**src/rtl/rlgl_pkg.sv**
```systemverilog
// rlgl_pkg: types and default constants shared by the player mover, the
// key-repeat helper and the VGA renderer.
//   game_state_t : round state, encoding matches the game_state port
//   dir_t        : resolved direction after priority encoding
//   X_MAX_DEF / Y_MAX_DEF : default grid extent (columns 0..15, rows 0..11)
package rlgl_pkg;

  localparam int unsigned X_MAX_DEF = 15;
  localparam int unsigned Y_MAX_DEF = 11;

  typedef enum logic [1:0] {
    IDLE   = 2'd0,
    PLAY   = 2'd1,
    CAUGHT = 2'd2,
    WON    = 2'd3
  } game_state_t;

  typedef enum logic [2:0] {
    NONE  = 3'd0,
    UP    = 3'd1,
    DOWN  = 3'd2,
    LEFT  = 3'd3,
    RIGHT = 3'd4
  } dir_t;

endpackage

```
**src/rtl/key_repeat.sv**
```systemverilog
// key_repeat: turns held direction levels into rate-limited step requests.
//   CLK, RST          : clock, synchronous active-high reset
//   up/down/left/right: sticky direction levels
//   dir               : priority-resolved direction (up > down > left > right)
//   req               : one-cycle step request; fires when a direction first
//                       appears, then every STEP_CYCLES cycles while held
module key_repeat
  import rlgl_pkg::*;
#(
  parameter int unsigned STEP_CYCLES = 12500000
) (
  input  logic CLK,
  input  logic RST,
  input  logic up,
  input  logic down,
  input  logic left,
  input  logic right,
  output dir_t dir,
  output logic req
);

  localparam int unsigned CW = (STEP_CYCLES < 2) ? 1 : $clog2(STEP_CYCLES + 1);
  localparam logic [CW-1:0] CNT_LAST = CW'(STEP_CYCLES - 1);

  dir_t          dir_prev_q;
  logic [CW-1:0] rep_cnt_q, rep_cnt_d;
  logic          dir_changed;

  always_comb begin
    dir = NONE;
    if (up)         dir = UP;
    else if (down)  dir = DOWN;
    else if (left)  dir = LEFT;
    else if (right) dir = RIGHT;
  end

  assign dir_changed = (dir != dir_prev_q);
  assign req         = (dir != NONE) && (dir_changed || (rep_cnt_q == CNT_LAST));

  // Counter restarts on every step so the next one lands STEP_CYCLES later;
  // a new direction restarts it as well so the new key acts immediately.
  always_comb begin
    if ((dir == NONE) || dir_changed || req) rep_cnt_d = '0;
    else                                     rep_cnt_d = rep_cnt_q + CW'(1);
  end

  always_ff @(posedge CLK) begin
    if (RST) begin
      dir_prev_q <= NONE;
      rep_cnt_q  <= '0;
    end else begin
      dir_prev_q <= dir;
      rep_cnt_q  <= rep_cnt_d;
    end
  end

endmodule

```
**src/rtl/player_mover.sv**
```systemverilog
// player_mover: grid movement and round state machine for the red-light /
// green-light game.
//   CLK, RST           : clock, synchronous active-high reset
//   up/down/left/right : sticky direction levels from the keyboard decoder
//   space              : start / restart level (acts on rising edge only)
//   red_light          : 1 = red, 0 = green
//   pos_x, pos_y       : registered player cell, row 0 is the goal
//   game_state         : IDLE=0, PLAY=1, CAUGHT=2, WON=3
//   step_pulse         : one-cycle pulse after the position changed
//   caught, won        : state flags
module player_mover
  import rlgl_pkg::*;
#(
  parameter int unsigned X_MAX        = X_MAX_DEF,
  parameter int unsigned Y_MAX        = Y_MAX_DEF,
  parameter int unsigned X_START      = 7,
  parameter int unsigned STEP_CYCLES  = 12500000,
  parameter int unsigned GRACE_CYCLES = 5000000
) (
  input  logic                       CLK,
  input  logic                       RST,
  input  logic                       up,
  input  logic                       down,
  input  logic                       left,
  input  logic                       right,
  input  logic                       space,
  input  logic                       red_light,
  output logic [$clog2(X_MAX+1)-1:0] pos_x,
  output logic [$clog2(Y_MAX+1)-1:0] pos_y,
  output logic [1:0]                 game_state,
  output logic                       step_pulse,
  output logic                       caught,
  output logic                       won
);

  localparam int unsigned XW = $clog2(X_MAX + 1);
  localparam int unsigned YW = $clog2(Y_MAX + 1);
  localparam int unsigned GW = (GRACE_CYCLES < 1) ? 1 : $clog2(GRACE_CYCLES + 1);

  localparam logic [XW-1:0] X_HOME  = XW'(X_START);
  localparam logic [XW-1:0] X_LAST  = XW'(X_MAX);
  localparam logic [YW-1:0] Y_HOME  = YW'(Y_MAX);
  localparam logic [YW-1:0] Y_LAST  = YW'(Y_MAX);
  localparam logic [GW-1:0] GRACE_LD = GW'(GRACE_CYCLES);

  game_state_t   state_q, state_d;
  logic [XW-1:0] pos_x_q, pos_x_d;
  logic [YW-1:0] pos_y_q, pos_y_d;
  logic          step_q, step_d;
  logic          space_prev_q, red_prev_q;
  logic [GW-1:0] grace_q, grace_d;

  dir_t dir;
  logic req;
  logic space_rise, red_rise, viol_window;
  logic blocked, do_move, do_catch, reach_goal;

  key_repeat #(.STEP_CYCLES(STEP_CYCLES)) u_key_repeat (
    .CLK   (CLK),
    .RST   (RST),
    .up    (up),
    .down  (down),
    .left  (left),
    .right (right),
    .dir   (dir),
    .req   (req)
  );

  assign space_rise = space & ~space_prev_q;
  assign red_rise   = red_light & ~red_prev_q;

  // Grace reloads on every red rise and otherwise drains while red is on.
  always_comb begin
    grace_d = '0;
    if (red_rise)                        grace_d = GRACE_LD;
    else if (red_light && grace_q != '0) grace_d = grace_q - GW'(1);
  end

  // grace_q is still zero on the rise cycle itself (the load lands next
  // cycle), so the rise is excluded explicitly: a move that coincides with
  // the light turning red is never a violation.
  assign viol_window = red_light && !red_rise && (grace_q == '0);

  always_comb begin
    blocked = 1'b0;
    unique case (dir)
      UP:      blocked = (pos_y_q == '0);
      DOWN:    blocked = (pos_y_q == Y_LAST);
      LEFT:    blocked = (pos_x_q == '0);
      RIGHT:   blocked = (pos_x_q == X_LAST);
      default: blocked = 1'b0;
    endcase
  end

  // Blocked requests are dropped before the violation check, so pushing
  // against a wall under red is harmless.
  assign do_catch   = (state_q == PLAY) && req && !blocked && viol_window;
  assign do_move    = (state_q == PLAY) && req && !blocked && !viol_window;
  assign reach_goal = do_move && (dir == UP) && (pos_y_q == YW'(1));

  // State register
  always_ff @(posedge CLK) begin
    if (RST) begin
      state_q      <= IDLE;
      pos_x_q      <= X_HOME;
      pos_y_q      <= Y_HOME;
      step_q       <= 1'b0;
      space_prev_q <= 1'b0;
      red_prev_q   <= 1'b0;
      grace_q      <= '0;
    end else begin
      state_q      <= state_d;
      pos_x_q      <= pos_x_d;
      pos_y_q      <= pos_y_d;
      step_q       <= step_d;
      space_prev_q <= space;
      red_prev_q   <= red_light;
      grace_q      <= grace_d;
    end
  end

  // Next-state logic
  always_comb begin
    state_d = state_q;
    unique case (state_q)
      IDLE:    if (space_rise) state_d = PLAY;
      PLAY: begin
        if (do_catch)        state_d = CAUGHT;
        else if (reach_goal) state_d = WON;
      end
      CAUGHT,
      WON:     if (space_rise) state_d = IDLE;
      default: state_d = IDLE;
    endcase
  end

  // Position / pulse logic
  always_comb begin
    pos_x_d = pos_x_q;
    pos_y_d = pos_y_q;
    step_d  = 1'b0;
    unique case (state_q)
      IDLE: begin
        pos_x_d = X_HOME;
        pos_y_d = Y_HOME;
      end
      PLAY: begin
        if (do_move) begin
          step_d = 1'b1;
          unique case (dir)
            UP:      pos_y_d = pos_y_q - YW'(1);
            DOWN:    pos_y_d = pos_y_q + YW'(1);
            LEFT:    pos_x_d = pos_x_q - XW'(1);
            RIGHT:   pos_x_d = pos_x_q + XW'(1);
            default: ;
          endcase
        end
      end
      default: begin
        if (space_rise) begin
          pos_x_d = X_HOME;
          pos_y_d = Y_HOME;
        end
      end
    endcase
  end

  assign pos_x      = pos_x_q;
  assign pos_y      = pos_y_q;
  assign game_state = state_q;
  assign step_pulse = step_q;
  assign caught     = (state_q == CAUGHT);
  assign won        = (state_q == WON);

endmodule

```
**config.mk**
```make
export PLATFORM = sky130hd
export DESIGN_NAME = player_mover
export DESIGN_NICKNAME = d
export VERILOG_FILES = /design/src/rtl/rlgl_pkg.sv /design/src/rtl/key_repeat.sv /design/src/rtl/player_mover.sv
export SDC_FILE = /design/constraint.sdc
export NUM_CORES = 1
export LEC_CHECK = 0
export ABC_AREA = 1
export BUFFER_PORTS_ARGS = -buffer_cell sky130_fd_sc_hd__buf_2
export CAP_MARGIN = 10
export CORE_AREA = 3 3 126 79
export DETAILED_ROUTE_END_ITERATION = 12
export DIE_AREA = 0 0 129 82
export HOLD_SLACK_MARGIN = 0.03
export PLACE_DENSITY_LB_ADDON = 0.1
export SETUP_SLACK_MARGIN = 0.05
export SLEW_MARGIN = 20
export SYNTH_ARGS = -nofsm -noshare
export SYNTH_HDL_FRONTEND = slang
export SYNTH_SLANG_ARGS = --single-unit
```
**constraint.sdc**
```tcl
create_clock -name CLK -period 1.7 [get_ports CLK]
set_input_delay 0.17 -clock CLK [delete_from_list [all_inputs] [get_ports CLK]]
set_output_delay 0.17 -clock CLK [all_outputs]
set_load 0.02 [all_outputs]
```
### Word level (Yosys, flattened, before mapping)

Cells that the tools add are included.

| storage, ports and cells | value |
|---|---|
| output and inout port bits | 13 |
| register bits | 63 |
| word-level logic and storage cells | 92 |
| bits of input ports | 8 |

| operators by class | value |
|---|---|
| bitwise operators | 6 |
| equal/unequal tests | 18 |
| reduce and logical (&&, ||, !) cells | 31 |
| $add $sub $neg | 6 |
| multiplexer cells | 21 |

Operators with widths:

| cell | count |
|---|---|
| 23-bit 2-to-1 mux | 2 |
| 4-bit one-hot mux with 2 select lines | 4 |
| 24-bit by 1-bit adder with 24-bit output (second input constant) | 1 |
| 24-bit == test (second input constant) | 1 |
| 23-bit zero test | 1 |
| 23-bit nonzero test | 1 |
| 23-bit by 1-bit subtractor with 23-bit output (second input constant) | 1 |
| 4-bit 2-to-1 mux | 4 |
| 3-bit 2-to-1 mux | 4 |
| 1-bit logical AND | 10 |
| 3-bit AND reduction | 3 |
| 4-bit by 1-bit adder with 4-bit output (second input constant) | 2 |
| 4-bit == test (second input constant) | 2 |
| 4-bit zero test | 2 |
| 2-bit 2-to-1 mux | 4 |
| 4-bit by 1-bit subtractor with 4-bit output (second input constant) | 2 |
| 3-bit by 2-bit == test with 1-bit output (second input constant) | 2 |
| 2-bit != test (second input constant) | 3 |
| 3-bit by 1-bit != test with 1-bit output (second input constant) | 2 |
| 2-bit one-hot mux with 3 select lines | 1 |
| 3-bit nonzero test | 2 |
| 2-bit OR reduction | 3 |
| 2-bit == test (second input constant) | 2 |
| 4-bit by 1-bit == test with 1-bit output (second input constant) | 1 |
| other kinds (14) | 22 |

### Longest topological paths before layout

Gate-level depths: netlist of the first run.

| depth | value |
|---|---|
| depth in word-level cells | 15 |
| gate-level depth with buffers | 14 |
| depth with buffers taken out | 14 |

### Modules after synthesis

Synthesis of the first run repeated with hierarchy kept, for this count alone.

| second synthesis, totals | value |
|---|---|
| cell total of the unflattened synthesis | 550 |
| area total of the unflattened synthesis | 3875.0 µm² |

By module, submodules not included:

| module | seq. area each (µm²) | area an instance (µm²) | cells each | times used |
|---|---|---|---|---|
| player_mover | 720.7 | 2366.0 | 334 | 1 |
| key_repeat | 540.5 | 1508.9 | 216 | 1 |

### Worst setup path before layout of the first run

No wires, ideal clock.

| path | value |
|---|---|
| kind | register -> register |
| start | register pos_y_q[0], in the netlist pos_y[0] |
| end | register pos_x_q[0], in the netlist pos_x[0] |
| cell stages (with the launch flop) | 13 |
| clock period less this slack | 1.740 ns |
| arrival time | 1.615 ns |
| required time | 1.575 ns |
| slack | -0.040 ns |
| library setup time | 0.125 ns |
| buffers on the path | 0 |
| cells stage by stage | dfxtp_1 -> inv_1 -> ha_1 -> nand3_1 -> nand2_1 -> clkinv_1 -> nand3_2 -> nor2_4 -> nand3_2 -> nand2_4 -> nand3_4 -> nand2_1 -> nand3_1 |

| between the ends | value |
|---|---|
| cells in the longest elaborated chain, start to end | 7 |
| elaborated cells on any way between the ends | 8 |
| classes of those cells | 2 x eq/ne; 1 x mux; 5 x reduce/logical |

Ends and longest elaborated chain:

| element | line | source |
|---|---|---|
| from (decl) | player_mover.sv:48 | `logic [YW-1:0] pos_y_q, pos_y_d;` |
| from (signal assigned) | player_mover.sv:114 | `pos_y_q <= pos_y_d;` |
| 4-bit == test / 4-bit zero test (equally long branches) | player_mover.sv:88, player_mover.sv:87 |  |
| 1-bit one-hot mux with 4 select lines * | player_mover.sv:86 | `unique case (dir)` |
| 1-bit zero test * | player_mover.sv:98 | `assign do_move = (state_q == PLAY) && req && !blocked && !viol_window;` |
| 1-bit logical AND * (2 in series) | player_mover.sv:98 |  |
| 2-bit != test (no source line) * | n/a |  |
| 3-bit AND reduction (no source line) * | n/a |  |
| to (signal assigned) | player_mover.sv:113 | `pos_x_q <= pos_x_d;` |
| to (decl) | player_mover.sv:47 | `logic [XW-1:0] pos_x_q, pos_x_d;` |

Every way passes the cells marked *; elsewhere a longest branch is shown, timed or not.
A chain may end at the register's enable or synchronous reset.

### Final worst setup path of the first run

| path | value |
|---|---|
| start | register u_key_repeat.rep_cnt_q[1] |
| end | register state_q[0], in the netlist game_state[0] |

| between the ends | value |
|---|---|
| cells in the longest elaborated chain, start to end | 10 |
| elaborated cells on any way between the ends | 13 |
| classes of those cells | 2 x eq/ne; 2 x mux; 9 x reduce/logical |

Ends and longest elaborated chain:

| element | line | source |
|---|---|---|
| from (decl) | key_repeat.sv:26 | `logic [CW-1:0] rep_cnt_q, rep_cnt_d;` |
| from (signal assigned) | key_repeat.sv:53 | `rep_cnt_q <= rep_cnt_d;` |
| 24-bit == test * | key_repeat.sv:38 | `assign req = (dir != NONE) && (dir_changed \|\| (rep_cnt_q == CNT_LAST));` |
| 1-bit logical OR * | key_repeat.sv:38 |  |
| 1-bit logical AND * | key_repeat.sv:38 |  |
| 1-bit logical AND * (2 in series) | player_mover.sv:97, player_mover.sv:98 |  |
| 1-bit logical AND | player_mover.sv:98 |  |
| 1-bit logical AND (2 in series) | player_mover.sv:99 | `assign reach_goal = do_move && (dir == UP) && (pos_y_q == YW'(1));` |
| 3-bit != test (no source line) | n/a |  |
| 3-bit AND reduction (no source line) | n/a |  |
| to (signal assigned) | player_mover.sv:112 | `state_q <= state_d;` |
| to (decl) | player_mover.sv:46 | `game_state_t state_q, state_d;` |

Marks and branches as above.

==> results.toml, run 1 <==
[global_routing]
grt_max_degree = 17
grt_first_pass_wirelength_um = 14620
overflow = 0
grt_pass1_vias = 2933
grtUsageTotal_pct = 17.78
antenna_found_initial = 0

[drt]
wl_per_cell_um = 13.36
drc_errors = 0
via_count = 3428
drtAntennaViolNets = 0
routed_wl_um = 9483
wl_met3_um = 352
dr.pass1.iters = 4
viasPerCell = 4.828
highest_layer = "met4"
drt_iter0_markers = 205
wl_met1_um = 5201
wl_met2_um = 3791

[finish]
fin_nets = 606
area_delta_synth_final_pct = 38.05
diodes = 0
final_util_pct = 54.15
drive_above_1_share_pct = 37.21
design_area_mm2 = 0.004866

[sta]
fmax_mhz = 610.9
tightest_slew_ns = 0.3938
skew_ns = 0.005411
setup_viol_count_final = 0
setup_tns_ns = 0
max_slew_margin_pct = 73.58
finalHoldViolCount = 0
grt_setup_unrepaired = "true"
period_needed_ns = 1.637
timing.final.crit_share_pct = 96.28
drv_slew = 0

[logic_synthesis]
synth_top_cell_area_share_pct = 35.78
synth_edf_count = 0
yosysTopAreaCell = "dfxtp_1"
synthTopCellsByArea = "dfxtp_1 36%, nand2_1 9.6%, nor2_1 8.8%"
yosysWarnings = 0
syn_nets = 511
synth_common_cells = "90 x nand2_1, 83 x nor2_1, 63 x dfxtp_1, 49 x inv_1, 34 x nand3_1"
yosysMostFrequentCell = "nand2_1"
netlist_area_mm2 = 0.003525
synth_cell_types = 44
ys_ff_latch = 63
synth_top_flop_cell = "dfxtp_1"
avgSynthCellArea_um2 = 7.135
netlist_instances = 494
ys_seq_area_share_pct = 35.78
async_flop_share_pct = 0

[min_path]
hold_class = "input pin to flop"
worstHoldStart = "space"
whs_endpoint = "space_prev_q"
hold_path_depth = 3

[clock_tree]
clk_pin_slew_ns = 0.05
cts-buffers-inserted = 9
insertion_delay_ns = 0.33
clockBufferDepth = 2
cts_tree = "done"
cts.sinks = 63
h-tree-depth = 3
cts_root_buf = "clkbuf_16"

[floorplanning]
dieArea_mm2 = 0.01058
die_width_um = 129
num_rows = 27
core_area_mm2 = 0.008986
die_h_um = 82
initial_core_util_pct = 39.22
num_io_pins = 21

[power]
p_per_area_mw_per_mm2 = 895.1
power_leakage_nw = 2.081
peakVddDrop_mv = 0.5210

[setup_path]
crit_chain = "ha_2 -> nand2_2 -> inv_2 -> nand2_2 -> nor2_1 -> nand3_1 -> nand3_4 -> buf_6 -> o211ai_1 -> o21ai_1 -> nand2_1 -> inv_1 -> nor2_1"
critPathBufInv = 3
worstPathArrival_ns = 1.86
crit_type = "flop to flop"
critPathMaxFanout = 3
cp.required_ns = 1.93
max_stage_delay_ns = 0.33
crit_family = "simple AND/OR/NAND/NOR gates"
reg2reg_depth = 13
rrSetupSlack_ns = 0.06
endpoint_kind = "flop"
crit_slowest_cell = "dfxtp_2"
reg2reg_to = "game_state[0]"
crit_path_start_kind = "flop"
rr_startpoint = "u_key_repeat.rep_cnt_q[1]"

[flow_run]
maxCapViolCount = 0

[place]
hpwl_um = 6546
place_congestion = 0.8125
port_buffers = 20
dpl_cell_area_mm2 = 0.004134

[run_status]
status = "finished, final reports clean"
layout by cell type (no fill, tap or decap), drive strengths merged, types with 4 or more instances in the layout:
master	count
a21oi	30
buf	89
clkbuf	13
clkinv	8
dfxtp	63
ha	8
inv	57
nand2	97
nand3	44
nand4	12
nor2	95
nor3	13
nor3b	4
nor4	4
o211ai	4
o21ai	10
or2	9
xnor2	6
xor2	15
cells by family (layout without fill, tap and decap cells):
kind of cell | count (synthesis) | after routing | synth area share (%)
xor gates and xnor gates | 21 | 21 | 5.218
AOI/OAI and AO/OA | 51 | 51 | 8.129
buffers and inverters | 69 | 167 | 7.774
and+or+nand+nor | 281 | 283 | 39.69
DFF | 63 | 63 | 35.78
adders and majority gates | 9 | 9 | 3.408
tightest hold or removal path: stages:
cell,delay (ns)
buf_2,0.07
inv_1,0.03
nor2_1,0.07
flip-flops by register name (all words and copies together) (netlist names):
| name | flops |
|---|---|
| u_key_repeat.rep_cnt_q | 24 |
| u_key_repeat.dir_prev_q | 3 |
| space_prev_q | 1 |
| step_pulse | 1 |
| red_prev_q | 1 |
| pos_y | 4 |
| game_state | 2 |
| pos_x | 4 |
| grace_q | 23 |
metrics by stage:
stage / setup slack, ns / std cells / total power, W / hold slack, ns
2_1_floorplan: 0.08303 / 494 / 0.002140 / 0.2905
3_3_place_gp: 0.0005265 / 675 / 0.002424 / 0.3798
3_5_place_dp: -0.02200 / 675 / 0.002423 / 0.3879
4_1_cts: 0.04529 / 697 / 0.004251 / 0.04237
5_1_grt: -0.1433 / 710 / 0.004588 / 0.08523
6_report: 0.06318 / 710 / 0.004355 / 0.04998
where the power goes:
group,internal (W),leakage [nW],switching (W)
clock network,0.00114,0.151,0.000649
registers,0.00155,0.518,0.0000794
logic,0.000396,1.41,0.000544
total,0.00308,2.08,0.00127
per-layer routing:
metal  GRT usage (%)  vias to the layer above
met1           27.29                     1561
met3           5.068                       12
met5               0                        -
met2           23.09                       55
met4           5.765                        0
li1                -                     1800
what timing repair did:
item | 4_1_cts | 5_1_grt
gates resized for setup | 15 | 78
hold buffers | 0 | 0
cloned | 1 | 1
endpoints found under the setup margin | 25 | 51
pin swaps | 8 | 34
buffers inserted | 5 | 12
how the worst max path moves through the flow:
| stage | startpoint | endpoint | cells past startpoint |
|---|---|---|---|
| global route | u_key_repeat.rep_cnt_q[1] | u_key_repeat.rep_cnt_q[18] | 10 |
| detailed placement | u_key_repeat.rep_cnt_q[0] | pos_x[0] | 12 |
| global placement | pos_y[0] | pos_x[0] | 12 |
| floorplan | pos_y[0] | pos_x[0] | 12 |
| finish | u_key_repeat.rep_cnt_q[1] | game_state[0] | 13 |
| CTS | pos_y[1] | pos_x[0] | 12 |
cell type report:
cell class              count  area, um^2
clock buffers              13       280.3
clock inverters             3       15.01
fillers                   845        4120
inverters                  62       235.2
multi-input cells         364        2267
flip-flops and latches     63        1285
well taps                 116       145.1
repair buffers             89       638.1
Note: power is estimated with default switching activity, not from simulation.
==> inputs of run 2 (changes only) <==
--- a/config.mk
+++ b/config.mk
@@ -8,9 +8,9 @@
 export ABC_AREA = 1
 export BUFFER_PORTS_ARGS = -buffer_cell sky130_fd_sc_hd__buf_2
 export CAP_MARGIN = 10
-export CORE_AREA = 3 3 126 79
+export CORE_AREA = 3 3 98 100
 export DETAILED_ROUTE_END_ITERATION = 12
-export DIE_AREA = 0 0 129 82
+export DIE_AREA = 0 0 101 103
 export HOLD_SLACK_MARGIN = 0.03
 export PLACE_DENSITY_LB_ADDON = 0.1
 export SETUP_SLACK_MARGIN = 0.05
==> run 2 against run 1 <==
  * Sequential share of layout area up 0.95 points
  * Via count down 3.3%
  * Final cell count down 3.2%
  * Power down 7.8%
  * Fmax up 0.66%
  * Critical path depth down 3
  * Register-to-register slack about the same
  * Global-route usage down 0.94 points
  * Clock skew up 0.0084 ns
  * Cell area down 3.2%
  * Highest routed layer unchanged
==> results.toml, run 2 (synthesis gave the netlist of run 1 again) <==
[setup_path]
crit_type = "flop to flop"
crit_cells = 10
crit_family = "simple AND/OR/NAND/NOR gates"
reg2reg_depth = 10
crit_slowest_cell = "dfxtp_2"
cp.required_ns = 1.98
crit_chain = "nor2_1 -> nand3_1 -> nor2_1 -> nand2_1 -> nor2_2 -> nand2_2 -> nor2_4 -> nand3_2 -> or2_0 -> a21oi_1"
crit_path_start_kind = "flop"
cp_common_cell = "nor2_1"
worstPathArrival_ns = 1.91
max_stage_delay_ns = 0.35
setup.worst_path.start = "grace_q[9]"
endpoint_kind = "flop"
rr_startpoint = "grace_q[9]"
critPathMaxFanout = 3
critPathBufInv = 0

[sta]
finalHoldViolCount = 0
fmax_mhz = 615.0
grt_setup_unrepaired = "true"
fin_ws_ns = 0.07385
tightest_slew_ns = 0.3600
setup_viol_count_final = 0
skew_ns = 0.01379
timing.final.crit_share_pct = 95.66
drv_slew = 0
max_slew_margin_pct = 75.82
period_needed_ns = 1.626

[clock_tree]
cts-buffers-inserted = 9
clockBufferDepth = 2
cts.sinks = 63
cts_hold_buf = 0
cts_tree = "done"
cts_root_buf = "clkbuf_8"
insertion_delay_ns = 0.34
clk_pin_slew_ns = 0.08
h-tree-depth = 3

[power]
p_switching_w = 0.001218
p_int_w = 0.002799
seqPwrFrac_pct = 40.4
switching_share_pct = 30.33
p_clk_share_pct = 37.3
power_w = 0.004017
p_per_area_mw_per_mm2 = 852.7
peakVddDrop_mv = 0.4454
combPwrFrac_pct = 22.2
power_leakage_nw = 1.995

[global_routing]
grt_max_degree = 17
overflow = 0
grt_first_pass_wirelength_um = 14070
grtUsageTotal_pct = 16.84
grt_pass1_vias = 3044
antenna_found_initial = 0

[floorplanning]
num_rows = 34
core_area_mm2 = 0.008763
dieArea_mm2 = 0.01040
die_h_um = 103
die_width_um = 101
initial_core_util_pct = 40.22
num_io_pins = 21

[finish]
nFillCells = 889
fin_nets = 591
reg_top3 = "u_key_repeat.rep_cnt_q x24, grace_q x23"
final_cell_mix = "77 x nand2_1, 68 x nor2_1, 52 x buf_4, 49 x dfxtp_1, 42 x inv_1"
design_area_mm2 = 0.004711
regArea_mm2 = 0.001289
largest_reg_flops = 24
regMostFlops = "u_key_repeat.rep_cnt_q"
multi_input_area_mm2 = 0.002282
area_delta_synth_final_pct = 33.65
drive_above_1_share_pct = 36.44
diodes = 0
final_common_cell = "nand2_1"
final_util_pct = 53.75

[place]
dpl_cell_area_mm2 = 0.004041
pre_cts_ws_ns = -0.02914
port_buffers = 20
hpwl_um = 6158
place_congestion = 0.8647

[drt]
drc_errors = 0
viasPerCell = 4.827
drt_iter0_markers = 68
dr.pass1.iters = 5
wl_met2_um = 4039
wl_met1_um = 4060
wl_per_cell_um = 12.37
routed_wl_um = 8501
via_count = 3316
drtAntennaViolNets = 0
highest_layer = "met4"
wl_met3_um = 262

[min_path]
hold_path_depth = 3
worstHoldStart = "space"
hold_class = "input pin to flop"

[flow_run]
maxCapViolCount = 0

[run_status]
status = "finished, final reports clean"
[run 2: cell count changes in the layout (fill, tap and decap cells not counted), sizes merged]
cell	delta
inv	+2
nand3	-1
clkbuf	-3
clkinv	-4
buf	-14
bufinv	+2
clkinvlp	+3
[run 2: stage by stage]
step	std cells	TNS, ns	hold slack [ns]
6_report	687	0	0.08053
5_1_grt	687	-0.3365	0.1025
4_1_cts	676	0	0.06669
2_1_floorplan	494	0	0.2905
3_3_place_gp	656	-0.03797	0.4233
3_5_place_dp	656	-0.09586	0.4208
[run 2: final cells by class]
cell class,instances,area share (%)
repair buffers,75,11.31
multi-input cells,363,48.45
inverters,62,5.126
clock buffers,10,2.922
well taps,108,2.869
flip-flops and latches,63,27.36
clock inverters,6,1.965
[run 2: path summary, 6_finish.rpt]
check                               endpoint  slack (ns)
worst max-delay path             grace_q[21]        0.07
worst min-delay path            space_prev_q        0.08
worst max register to register   grace_q[21]        0.07
worst min register to register    grace_q[0]        0.44
[run 2: repair_timing]
action,4_1_cts,5_1_grt
setup buffers,3,11
gates cloned,1,0
resized for setup,14,85
endpoints found under the setup margin,24,51
pin swaps,6,36
[run 2: metal layers]
layer / vias to the layer above / GRT usage, %
met4: 0 / 5.419
met2: 48 / 27.09
met3: 16 / 3.789
met5: - / 0
met1: 1496 / 22.49
li1: 1756 / -
[run 2: tightest hold or removal path, delay by kind of cell]
kind | cells | cell delay [ns]
buffers and inverters | 2 | 0.13
and+or+nand+nor | 1 | 0.07
[run 2: power groups by stage]
stage,Combinational [W],Sequential (W),Clock [W]
final,0.000893,0.00162,0.00150
after global routing,0.000999,0.00163,0.00162
after CTS,0.000772,0.00161,0.00154
after detailed placement,0.000745,0.00165,0
after global placement,0.000739,0.00165,0
after floorplan,0.000482,0.00166,0
